## config.mk

```make
export PLATFORM = sky130hd
export DESIGN_NAME = ddr3_burst_tester
export DESIGN_NICKNAME = d
export VERILOG_FILES = /design/src/rtl/ddr3_burst_pkg.sv /design/src/rtl/ddr3_burst_checker.sv /design/src/rtl/ddr3_burst_tester.sv
export SDC_FILE = /design/constraint.sdc
export NUM_CORES = 1
export LEC_CHECK = 0
export ABC_CLOCK_PERIOD_IN_PS = 8600
export BUFFER_PORTS_ARGS = -buffer_cell sky130_fd_sc_hd__buf_2
export CORE_ASPECT_RATIO = 1.75
export CORE_MARGIN = 1
export CORE_UTILIZATION = 52
export CTS_CLUSTER_SIZE = 24
export DETAILED_ROUTE_END_ITERATION = 8
export PLACE_DENSITY = 0.83
export SYNTH_ARGS = -nofsm -noshare
export SYNTH_HDL_FRONTEND = slang
export SYNTH_SLANG_ARGS = --single-unit
```

## constraint.sdc

```tcl
create_clock -name clk -period 8.6 [get_ports clk]
set_input_delay 0.86 -clock clk [delete_from_list [all_inputs] [get_ports clk]]
set_output_delay 0.86 -clock clk [all_outputs]
set_load 0.02 [all_outputs]
```

## src/rtl/ddr3_burst_pkg.sv

```systemverilog
// Shared types and the deterministic beat data pattern for the DDR3 burst tester.
package ddr3_burst_pkg;

    typedef enum logic [2:0] {
        S_IDLE, S_WAIT, S_WR, S_RD_REQ, S_RD_DATA, S_DONE
    } state_t;

    typedef enum logic [1:0] {
        MODE_WR  = 2'd0,
        MODE_RD  = 2'd1,
        MODE_WRV = 2'd2,
        MODE_RSV = 2'd3
    } mode_t;

    localparam int PAT_W = 48;

    // Beat address in the low word, burst index above it; callers resize to DATA_W.
    function automatic logic [PAT_W-1:0] burst_pattern(input logic [15:0] n,
                                                       input logic [31:0] beat_addr);
        return {n, beat_addr};
    endfunction

endpackage

```

## src/rtl/ddr3_burst_checker.sv

```systemverilog
// Masked readback compare with a saturating error count and first-error address capture.
module ddr3_burst_checker
    import ddr3_burst_pkg::*;
#(
    parameter int ADDR_W = 29,
    parameter int DATA_W = 64
) (
    input  logic                clk,
    input  logic                reset_n,
    input  logic                i_clr,
    input  logic                i_vld,
    input  logic [DATA_W-1:0]   i_data,
    input  logic [DATA_W-1:0]   i_exp,
    input  logic [DATA_W/8-1:0] i_be,
    input  logic [ADDR_W-1:0]   i_addr,
    output logic [15:0]         o_err_count,
    output logic [ADDR_W-1:0]   o_first_err_addr
);

    logic [DATA_W-1:0] w_mask;
    logic              w_mis;
    logic [15:0]       r_err;
    logic [ADDR_W-1:0] r_first;
    logic              r_have;

    always_comb begin
        w_mask = '0;
        for (int i = 0; i < DATA_W/8; i++)
            w_mask[i*8 +: 8] = {8{i_be[i]}};
    end

    assign w_mis = |((i_data ^ i_exp) & w_mask);

    always_ff @(posedge clk or negedge reset_n) begin
        if (!reset_n) begin
            r_err   <= '0;
            r_first <= '0;
            r_have  <= 1'b0;
        end else if (i_clr) begin
            r_err   <= '0;
            r_first <= '0;
            r_have  <= 1'b0;
        end else if (i_vld && w_mis) begin
            if (r_err != 16'hFFFF)
                r_err <= r_err + 16'd1;
            if (!r_have) begin
                r_have  <= 1'b1;
                r_first <= i_addr;
            end
        end
    end

    assign o_err_count      = r_err;
    assign o_first_err_addr = r_first;

endmodule

```

## src/rtl/ddr3_burst_tester.sv

```systemverilog
// Avalon-MM DDR3 traffic generator: write, read or write-then-verify bursts with a
// deterministic pattern, safe stop, abort, and an abort mode that leaves WE asserted.
module ddr3_burst_tester
    import ddr3_burst_pkg::*;
#(
    parameter int ADDR_W  = 29,
    parameter int DATA_W  = 64,
    parameter int BURST_W = 8,
    parameter int WAIT_W  = 10
) (
    input  logic                clk,
    input  logic                reset_n,
    input  logic [1:0]          cfg_mode,
    input  logic [BURST_W-1:0]  cfg_burst_len,
    input  logic [WAIT_W-1:0]   cfg_wait,
    input  logic [ADDR_W-1:0]   cfg_base,
    input  logic                cfg_incr,
    input  logic [15:0]         cfg_num_bursts,
    input  logic [DATA_W/8-1:0] cfg_be,
    input  logic                cfg_abort_we,
    input  logic                start,
    input  logic                safe_stop,
    input  logic                abort,
    input  logic                ddr_busy,
    output logic [BURST_W-1:0]  ddr_burstcnt,
    output logic [ADDR_W-1:0]   ddr_addr,
    output logic                ddr_rd,
    output logic                ddr_we,
    output logic [DATA_W-1:0]   ddr_din,
    output logic [DATA_W/8-1:0] ddr_be,
    input  logic [DATA_W-1:0]   ddr_dout,
    input  logic                ddr_dout_ready,
    output logic                running,
    output logic                done,
    output logic                aborted,
    output logic [15:0]         err_count,
    output logic [ADDR_W-1:0]   first_err_addr,
    output logic [31:0]         beats_wr,
    output logic [31:0]         beats_rd
);

    state_t                r_state, w_next;
    mode_t                 r_mode;
    logic [BURST_W-1:0]    r_len, r_k;
    logic [WAIT_W-1:0]     r_wait, r_wcnt;
    logic [ADDR_W-1:0]     r_base;
    logic                  r_incr, r_abort_we;
    logic [15:0]           r_num, r_n;
    logic [DATA_W/8-1:0]   r_be;
    logic                  r_stop_pend, r_aborted, r_we_hold;
    logic [31:0]           r_beats_wr, r_beats_rd;

    logic                  w_running, w_start, w_last, w_wait_done, w_stop;
    logic                  w_wr_acc, w_rd_beat, w_burst_end;
    logic [15+BURST_W:0]   w_prod;
    logic [ADDR_W-1:0]     w_a, w_beat_addr;
    logic [DATA_W-1:0]     w_pat;

    assign w_running   = !(r_state == S_IDLE || r_state == S_DONE);
    assign w_start     = start && !w_running;
    assign w_prod      = {{BURST_W{1'b0}}, r_n} * {16'b0, r_len};
    assign w_a         = r_base + (r_incr ? ADDR_W'(w_prod) : '0);
    assign w_beat_addr = w_a + ADDR_W'(r_k);
    assign w_pat       = DATA_W'(burst_pattern(r_n, 32'(w_beat_addr)));
    assign w_last      = (r_k == r_len - BURST_W'(1));
    assign w_wait_done = ((WAIT_W+1)'(r_wcnt) + (WAIT_W+1)'(1)) >= (WAIT_W+1)'(r_wait);
    assign w_wr_acc    = (r_state == S_WR) && !ddr_busy;
    assign w_rd_beat   = (r_state == S_RD_DATA) && ddr_dout_ready;
    assign w_burst_end = (w_wr_acc && w_last && r_mode != MODE_WRV) || (w_rd_beat && w_last);
    assign w_stop      = r_stop_pend || safe_stop || (r_num != '0 && r_n + 16'd1 == r_num);

    always_ff @(posedge clk or negedge reset_n) begin
        if (!reset_n) r_state <= S_IDLE;
        else          r_state <= w_next;
    end

    always_comb begin
        w_next       = r_state;
        ddr_we       = 1'b0;
        ddr_rd       = 1'b0;
        ddr_burstcnt = '0;
        ddr_addr     = '0;
        ddr_din      = '0;
        ddr_be       = '0;
        case (r_state)
            S_IDLE, S_DONE: if (start) w_next = S_WAIT;
            S_WAIT:    if (w_wait_done) w_next = (r_mode == MODE_RD) ? S_RD_REQ : S_WR;
            S_WR:      if (w_wr_acc && w_last)
                           w_next = (r_mode == MODE_WRV) ? S_RD_REQ : (w_stop ? S_DONE : S_WAIT);
            S_RD_REQ:  if (!ddr_busy) w_next = S_RD_DATA;
            S_RD_DATA: if (w_rd_beat && w_last) w_next = w_stop ? S_DONE : S_WAIT;
            default:   w_next = S_IDLE;
        endcase
        if (w_running && abort) w_next = S_DONE;
        // Burstcount and address are presented on every write beat, not just the first.
        if (r_state == S_WR || (r_state == S_DONE && r_we_hold)) begin
            ddr_we       = 1'b1;
            ddr_din      = w_pat;
            ddr_be       = r_be;
            ddr_burstcnt = r_len;
            ddr_addr     = w_a;
        end
        if (r_state == S_RD_REQ) begin
            ddr_rd       = 1'b1;
            ddr_burstcnt = r_len;
            ddr_addr     = w_a;
        end
    end

    always_ff @(posedge clk or negedge reset_n) begin
        if (!reset_n) begin
            r_mode <= MODE_WR;  r_len <= '0;  r_wait <= '0;  r_base <= '0;
            r_incr <= 1'b0;     r_num <= '0;  r_be <= '0;    r_abort_we <= 1'b0;
            r_n <= '0;  r_k <= '0;  r_wcnt <= '0;
            r_stop_pend <= 1'b0;  r_aborted <= 1'b0;  r_we_hold <= 1'b0;
            r_beats_wr <= '0;  r_beats_rd <= '0;
        end else if (w_start) begin
            r_mode     <= (cfg_mode == MODE_RSV) ? MODE_WR : mode_t'(cfg_mode);
            r_len      <= (cfg_burst_len == '0) ? BURST_W'(1) : cfg_burst_len;
            r_wait     <= cfg_wait;
            r_base     <= cfg_base;
            r_incr     <= cfg_incr;
            r_num      <= cfg_num_bursts;
            r_be       <= cfg_be;
            r_abort_we <= cfg_abort_we;
            r_n <= '0;  r_k <= '0;  r_wcnt <= '0;
            r_stop_pend <= 1'b0;  r_aborted <= 1'b0;  r_we_hold <= 1'b0;
            r_beats_wr <= '0;  r_beats_rd <= '0;
        end else begin
            if (w_wr_acc)  r_beats_wr <= r_beats_wr + 32'd1;
            if (w_rd_beat) r_beats_rd <= r_beats_rd + 32'd1;
            if (r_state == S_WAIT) r_wcnt <= w_wait_done ? '0 : r_wcnt + WAIT_W'(1);
            if (w_wr_acc || w_rd_beat) r_k <= w_last ? '0 : r_k + BURST_W'(1);
            if (w_burst_end) r_n <= r_n + 16'd1;
            if (w_running && safe_stop) r_stop_pend <= 1'b1;
            // A beat accepted in the abort cycle has already been counted above.
            if (w_running && abort) begin
                r_aborted <= 1'b1;
                r_we_hold <= r_abort_we;
            end
        end
    end

    ddr3_burst_checker #(.ADDR_W(ADDR_W), .DATA_W(DATA_W)) u_chk (
        .clk              (clk),
        .reset_n          (reset_n),
        .i_clr            (w_start),
        .i_vld            (w_rd_beat),
        .i_data           (ddr_dout),
        .i_exp            (w_pat),
        .i_be             (r_be),
        .i_addr           (w_beat_addr),
        .o_err_count      (err_count),
        .o_first_err_addr (first_err_addr)
    );

    assign running  = w_running;
    assign done     = (r_state == S_DONE);
    assign aborted  = r_aborted;
    assign beats_wr = r_beats_wr;
    assign beats_rd = r_beats_rd;

endmodule
```

After elaboration in Yosys (flattened, before gate mapping)
Index checks and enable logic that the tools add are counted.
{"block": "classes", "addsub": 10, "n_mul": 1, "n_lt_le_gt_ge": 1, "n_eq_ne": 18, "muxes": 47, "bitwise_logic": 2, "reduce_logical": 36}
{"op": "29-bit 2-to-1 mux", "n": 5}
{"op": "32-bit 2-to-1 mux", "n": 4}
{"op": "16-bit 2-to-1 mux", "n": 5}
{"op": "32-bit by 1-bit adder with 32-bit output (second input constant)", "n": 2}
{"op": "64-bit bitwise AND", "n": 1}
{"op": "64-bit OR reduction", "n": 1}
{"op": "64-bit by 48-bit bitwise XOR with 64-bit output", "n": 1}
{"op": "8-bit 2-to-1 mux", "n": 7}
{"op": "48-bit 2-to-1 mux", "n": 1}
{"op": "16-bit by 1-bit adder with 16-bit output (second input constant)", "n": 2}
{"op": "10-bit 2-to-1 mux", "n": 3}
{"op": "29-bit by 24-bit adder with 29-bit output", "n": 1}
{"op": "29-bit by 8-bit adder with 29-bit output", "n": 1}
{"op": "16-bit by 8-bit multiplier with 24-bit output", "n": 1}
{"op": "24-bit 2-to-1 mux", "n": 1}
{"op": "3-bit 2-to-1 mux", "n": 8}
{"op": "2-bit nonzero test", "n": 9}
{"op": "16-bit equality test", "n": 1}
{"op": "16-bit inequality test (second input constant)", "n": 1}
{"op": "16-bit nonzero test", "n": 1}
{"op": "3-bit one-hot mux with 5 select lines", "n": 1}
{"op": "10-bit by 1-bit adder with 11-bit output (second input constant)", "n": 1}
{"op": "11-bit by 10-bit >= comparator with 1-bit output", "n": 1}
{"op": "1-bit logical AND", "n": 11}
{"op": "22 further kinds", "n": 45}
{"block": "word_totals", "regBits": 225, "inputBits": 146, "output_inout_bits": 223, "elab_cells": 135}

Logic depth before layout (Yosys ltp)
{"block": "logic_depth", "ltp_word": 10, "mapped_depth": 43, "mapped_depth_nobuf": 38}

Hierarchy
Synthesis repeated with hierarchy kept, for this count alone.
{"block": "hier_totals", "hier_cells": 2266, "hier_area_um2": 19080.8}
{"mod": "ddr3_burst_tester", "n_inst": 1, "cells_each": 1980, "area_per_inst_um2": 16194.3, "seq_area_each_um2": 4479.3}
{"mod": "ddr3_burst_checker", "n_inst": 1, "cells_each": 286, "area_per_inst_um2": 2886.5, "seq_area_each_um2": 1151.1}

Worst setup path before layout
Ideal clock, no wire load.
{"block": "synth_path", "path_kind": "reg2reg", "from": "register r_len[7]", "to": "register u_chk.r_err[5], in the netlist u_chk.o_err_count[5]", "setup_ps": 126, "t_arrival_ps": 8987, "required_time_ps": 8474, "path_slack_ps": -513, "stages_incl_launch_ff": 41, "n_path_buf": 4, "period_less_slack_ps": 9113, "path_cell_list": "dfrtp_1 clkbuf_1 clkbuf_1 nand2_1 fa_1 fa_1 inv_1 fa_1 inv_1 fa_1 inv_1 ha_1 inv_1 o21bai_1 a21oi_1 o21bai_1 a21oi_1 o21bai_1 [... 5 more ...] and2_1 ha_1 clkbuf_1 nand2_1 nor3_1 or2_2 mux2_2 o211ai_1 or3_1 or2_2 nor3b_2 xor2_1 mux2i_1 a41oi_2 o21ai_2 buf_2 nor2_1 a311o_1"}
{"block": "synth_between", "elab_chain_len": 10}
{"item": "start, declared", "line": "ddr3_burst_tester.sv:44", "rtl": "logic [BURST_W-1:0] r_len, r_k;"}
{"item": "start signal, assigned", "line": "ddr3_burst_tester.sv:119", "rtl": "r_len <= (cfg_burst_len == '0) ? BURST_W'(1) : cfg_burst_len;"}
{"item": "16-bit by 8-bit multiplier with 24-bit output", "line": "ddr3_burst_tester.sv:61", "rtl": "assign w_prod = {{BURST_W{1'b0}}, r_n} * {16'b0, r_len};"}
{"item": "24-bit 2-to-1 mux", "line": "ddr3_burst_tester.sv:62", "rtl": "assign w_a = r_base + (r_incr ? ADDR_W'(w_prod) : '0);"}
{"item": "29-bit by 24-bit adder with 29-bit output", "line": "ddr3_burst_tester.sv:62"}
{"item": "29-bit by 8-bit adder with 29-bit output", "line": "ddr3_burst_tester.sv:63", "rtl": "assign w_beat_addr = w_a + ADDR_W'(r_k);"}
{"item": "64-bit by 48-bit bitwise XOR with 64-bit output", "line": "ddr3_burst_checker.sv:32", "rtl": "assign w_mis = |((i_data ^ i_exp) & w_mask);"}
{"item": "64-bit bitwise AND", "line": "ddr3_burst_checker.sv:32"}
{"item": "64-bit OR reduction", "line": "ddr3_burst_checker.sv:32"}
{"item": "1-bit logical AND", "line": "ddr3_burst_checker.sv:43", "rtl": "end else if (i_vld && w_mis) begin"}
{"item": "2-bit nonzero test (no line)"}
{"item": "2-bit AND reduction (no line)"}
{"item": "end signal, assigned", "line": "ddr3_burst_checker.sv:45", "rtl": "r_err <= r_err + 16'd1;"}
{"item": "end, declared", "line": "ddr3_burst_checker.sv:22", "rtl": "logic [15:0] r_err;"}
Every way passes these cells.
A chain may end at the register's enable or synchronous reset.

Final worst setup path
{"block": "layout_path", "from": "register r_n[3]", "to": "output ddr_din[25]"}
{"block": "layout_between", "elab_chain_len": 5}
{"item": "start, declared", "line": "ddr3_burst_tester.sv:48", "rtl": "logic [15:0] r_num, r_n;"}
{"item": "start signal, assigned", "line": "ddr3_burst_tester.sv:134", "rtl": "if (w_burst_end) r_n <= r_n + 16'd1;"}
{"item": "16-bit by 8-bit multiplier with 24-bit output", "line": "ddr3_burst_tester.sv:61"}
{"item": "24-bit 2-to-1 mux", "line": "ddr3_burst_tester.sv:62"}
{"item": "29-bit by 24-bit adder with 29-bit output", "line": "ddr3_burst_tester.sv:62"}
{"item": "29-bit by 8-bit adder with 29-bit output", "line": "ddr3_burst_tester.sv:63"}
{"item": "48-bit 2-to-1 mux", "line": "ddr3_burst_tester.sv:96", "rtl": "if (r_state == S_WR || (r_state == S_DONE && r_we_hold)) begin"}
{"item": "end, declared", "line": "ddr3_burst_tester.sv:29", "rtl": "output logic [DATA_W-1:0] ddr_din,"}
Every way passes these cells.

==> out/results.md <==
- total design power: 5.636 mW
- cell area after layout: 24,430 µm²
- EDFF count, synth: 0
- distinct cell type count after synthesis: 86
- data arrival time at the worst-slack endpoint: 8290 ps
- Core Rows: 92
- grt ovf: 0
- non-filler cells, final: 3,228
- antenna violations before repair: 3
- clk sink count: 225
- buffer type at the clock tree root: clkbuf_16
- First DRT Iteration DRCs: 870
- routed wire length per instance: 19.10 µm
- clock tree from TritonCTS: done
- required time of the critical path: 7740 ps
- synthesized area per cell: 8.452 µm²
- vias after detailed routing: 18,429
- count of hold buffers inserted by post-cts repair: 0
- total area of multi-input combinational cells: 13,160 µm²
- result of the run: finished with violations
- flip-flop and latch count after synthesis: 225
- final setup skew: 19.33 ps
- Lkg Pwr: 12.45 nW
- count of final setup violators: 57
- filler cell count in the final layout: 2,752
- most common library cell in the layout ignoring fill and taps: nand2_1
- All-Layer GR Usage: 32.12%
- # IOs: 369
- global-route wire length before repair: 95.30 mm
- post-place instance area: 22,150 µm²
- drt total wl: 61.64 mm
- vias in the first global route: 19,061
- largest net degree at the start of global routing: 96
- IO Port Bufs: 349
- nets: 3,068
- startpoint type of the worst setup path: flop
- clock-pin slew of the registers on the worst-case setup and hold paths: 70 ps
- sort of element at the end of the critical path: primary output
- die area: 37,250 µm²
- antenna viol nets, final: 0
- delay of the slowest cell on the worst path: 580 ps
- met2 routing resource usage after global routing: 60.14%
- H-tree lvl count: 1
- Worst-Skew Late Latency: 540 ps
- ratio of cells with drive above 1 in the final layout: 28.68%
- fraction of the cycle the final worst path needs: 106.4%
- ranking of synthesized cells by area: dfrtp_1, fa_1, nand2_1, ha_1, xnor2_1
- time the worst path needs with I/O delays and setup: 9147 ps
- transition time at the pin with the least slew margin: 1057 ps
- final setup TNS: -14,960 ps
- worst ir drop on vdd: 0.0001595 V
- area growth from synthesis to final layout: 28.89%
- first-pass iteration count of the detailed router: 5
- max cap viols: 0
- main flop type after synthesis: dfrtp_1
- total count of max-transition violations in the final report: 0
- post-synth design cell area: 18,960 µm²
- slowest cell on the critical path: fa_1
- violated checks: negative setup slack
- setup repair after global routing missed its margin: true
- average via count per standard cell: 5.709
- weighted congestion reported at the end of routability-driven placement: 0.9782
- Post-route DRC: 0
- Pwr per Cell Area: 230.7 nW/µm²
- cell count after synthesis: 2,243
- storage element area: 5638 µm²
- category of the most critical setup path: reg -> out
- buffer depth of the longest clock path: 3
- cell count after placement: 3,129
- width of the die: 146.3 µm
- Starting Density: 52.78%
- Top Usage Layer GRT: met2
- Reg2Reg Depth: 42
- most frequent cells in the layout: nand2_1, buf_2, dfrtp_1, buf_4, nor2_1
- setup slack after layout: -546.5 ps
- core area: 35,910 µm²
- total CTS buffers: 23
- area fraction of the dominant cell type after synthesis: 29.70%
- maximum operating frequency: 109.3 MHz
- Die Ht: 254.6 µm
- dpl hpwl: 44.98 mm
- Final Hold Fails: 0
- Max-slew headroom: 29.29%
- post-synthesis async set-or-reset flop share: 100.0%
- Synthesis Warnings: 0
- type of the most critical hold path: in -> async
- routing usage on met1: 32.43%
- GRT met3 Usage: 5.689%
- largest area contributor in the synthesized netlist: dfrtp_1
- part of the Yosys area used for sequential elements: 29.70%
- maximum fanout count along the critical path: 8
cell families after synthesis:
family          after synthesis  synth area share (%)
buf+inv                     276                 5.986
mux                          43                 2.284
other cells                   1               0.01978
simple gates                981                 25.14
flops                       225                 29.70
xor+xnor                    205                 10.07
fa+ha+maj                   179                 15.22
compound gates              333                 11.58
flip-flops by register name (all words and copies together) (netlist names), 2 cells and up:
register,cells
r_be,8
r_mode,2
r_wcnt,10
r_n,16
r_wait,10
u_chk.o_err_count,16
beats_wr,32
r_base,29
r_num,16
r_state,3
beats_rd,32
r_k,8
u_chk.o_first_err_addr,29
r_len,8
metrics by stage:
stage | utilization [%] | worst slack [ps] | hold WS, ps
global route | 68.02 | -743.0 | 380.5
floorplan | - | 17.16 | 445.7
global placement | 61.67 | -214.8 | 463.9
detailed placement | 61.67 | -524.4 | 466.3
finish | 68.03 | -546.5 | 292.0
CTS | 65.96 | -251.9 | 358.9
timing repair:
action / 4_1_cts / 5_1_grt
buffers inserted: 36 / 33
cloned: 0 / 3
pin swaps: 79 / 86
endpoints found under the hold margin: 0 / 0
resized for setup: 125 / 115
setup endpoints to repair: 64 / 65
routing by layer:
metal / vias up / wire length, µm
li1: 8440 / -
met1: 9017 / 21540
met2: 718 / 32460
met3: 250 / 3389
met4: 4 / 4228
met5: - / 26
cells in the mapped netlist, drive strengths merged, types with 3 or more instances:
| master | count |
|---|---|
| nand2 | 361 |
| dfrtp | 225 |
| nor2 | 186 |
| inv | 154 |
| and2 | 140 |
| xnor2 | 108 |
| clkbuf | 93 |
| ha | 93 |
| o21ai | 91 |
| xor2 | 89 |
| fa | 86 |
| a21oi | 84 |
| nand3 | 55 |
| and3 | 45 |
| mux2i | 41 |
| nor3 | 37 |
| a21o | 31 |
| buf | 29 |
| nand4 | 29 |
| nor2b | 29 |
| or3 | 26 |
| nand2b | 17 |
| o211ai | 15 |
| nor4 | 14 |
| o21a | 12 |
| a2111oi | 10 |
| a211oi | 10 |
| o21bai | 10 |
| o31ai | 10 |
| or4 | 9 |
| a22o | 8 |
| a31oi | 8 |
| and4 | 8 |
| nand3b | 6 |
| a41oi | 5 |
| nor3b | 5 |
| or2 | 5 |
| xnor3 | 5 |
| a211o | 4 |
| a22oi | 4 |
| o2111ai | 4 |
| o41ai | 4 |
| o22ai | 3 |
| xor3 | 3 |
final cells by class:
class | instances | share of cell area [%]
antenna | 3 | 0.03073
inverter | 154 | 2.376
multi-input combinational | 1760 | 53.88
timing repair buffer | 579 | 15.34
clock inverter | 4 | 0.09730
sequential | 225 | 23.07
clock buffer | 33 | 2.796
tap | 470 | 2.407
where the power goes:
group	internal (mW)	total, mW	switching [mW]	leakage [nW]
combinational	1.23	3.07	1.84	9.11
sequential	1.32	1.58	0.264	2.99
clock	0.547	0.989	0.442	0.354
total	3.09	5.64	2.55	12.5
final timing paths:
| kind | slack [ps] | start | to |
|---|---|---|---|
| max | -550 | r_n[3] | ddr_din[25] |
| min | 290 | reset_n | r_be[5] |
| max reg2reg | -370 | r_n[3] | u_chk.o_err_count[15] |
| min reg2reg | 480 | r_be[0] | r_be[0] |
| max in group asynchronous | 6790 | reset_n | r_n[1] |
| min in group clk | 480 | r_be[0] | r_be[0] |
critical path, delay by kind of cell, from the launching register on:
kind | cells | cell delay (ps)
AOI/OAI and AO/OA | 10 | 1630
xor gates and xnor gates | 2 | 290
adders and majority gates | 6 | 2530
buffers and inverters | 11 | 1360
DFF | 1 | 410
muxes | 1 | 160
and+or+nand+nor | 7 | 1340
No activity file was read; power rests on OpenSTA's default activity.
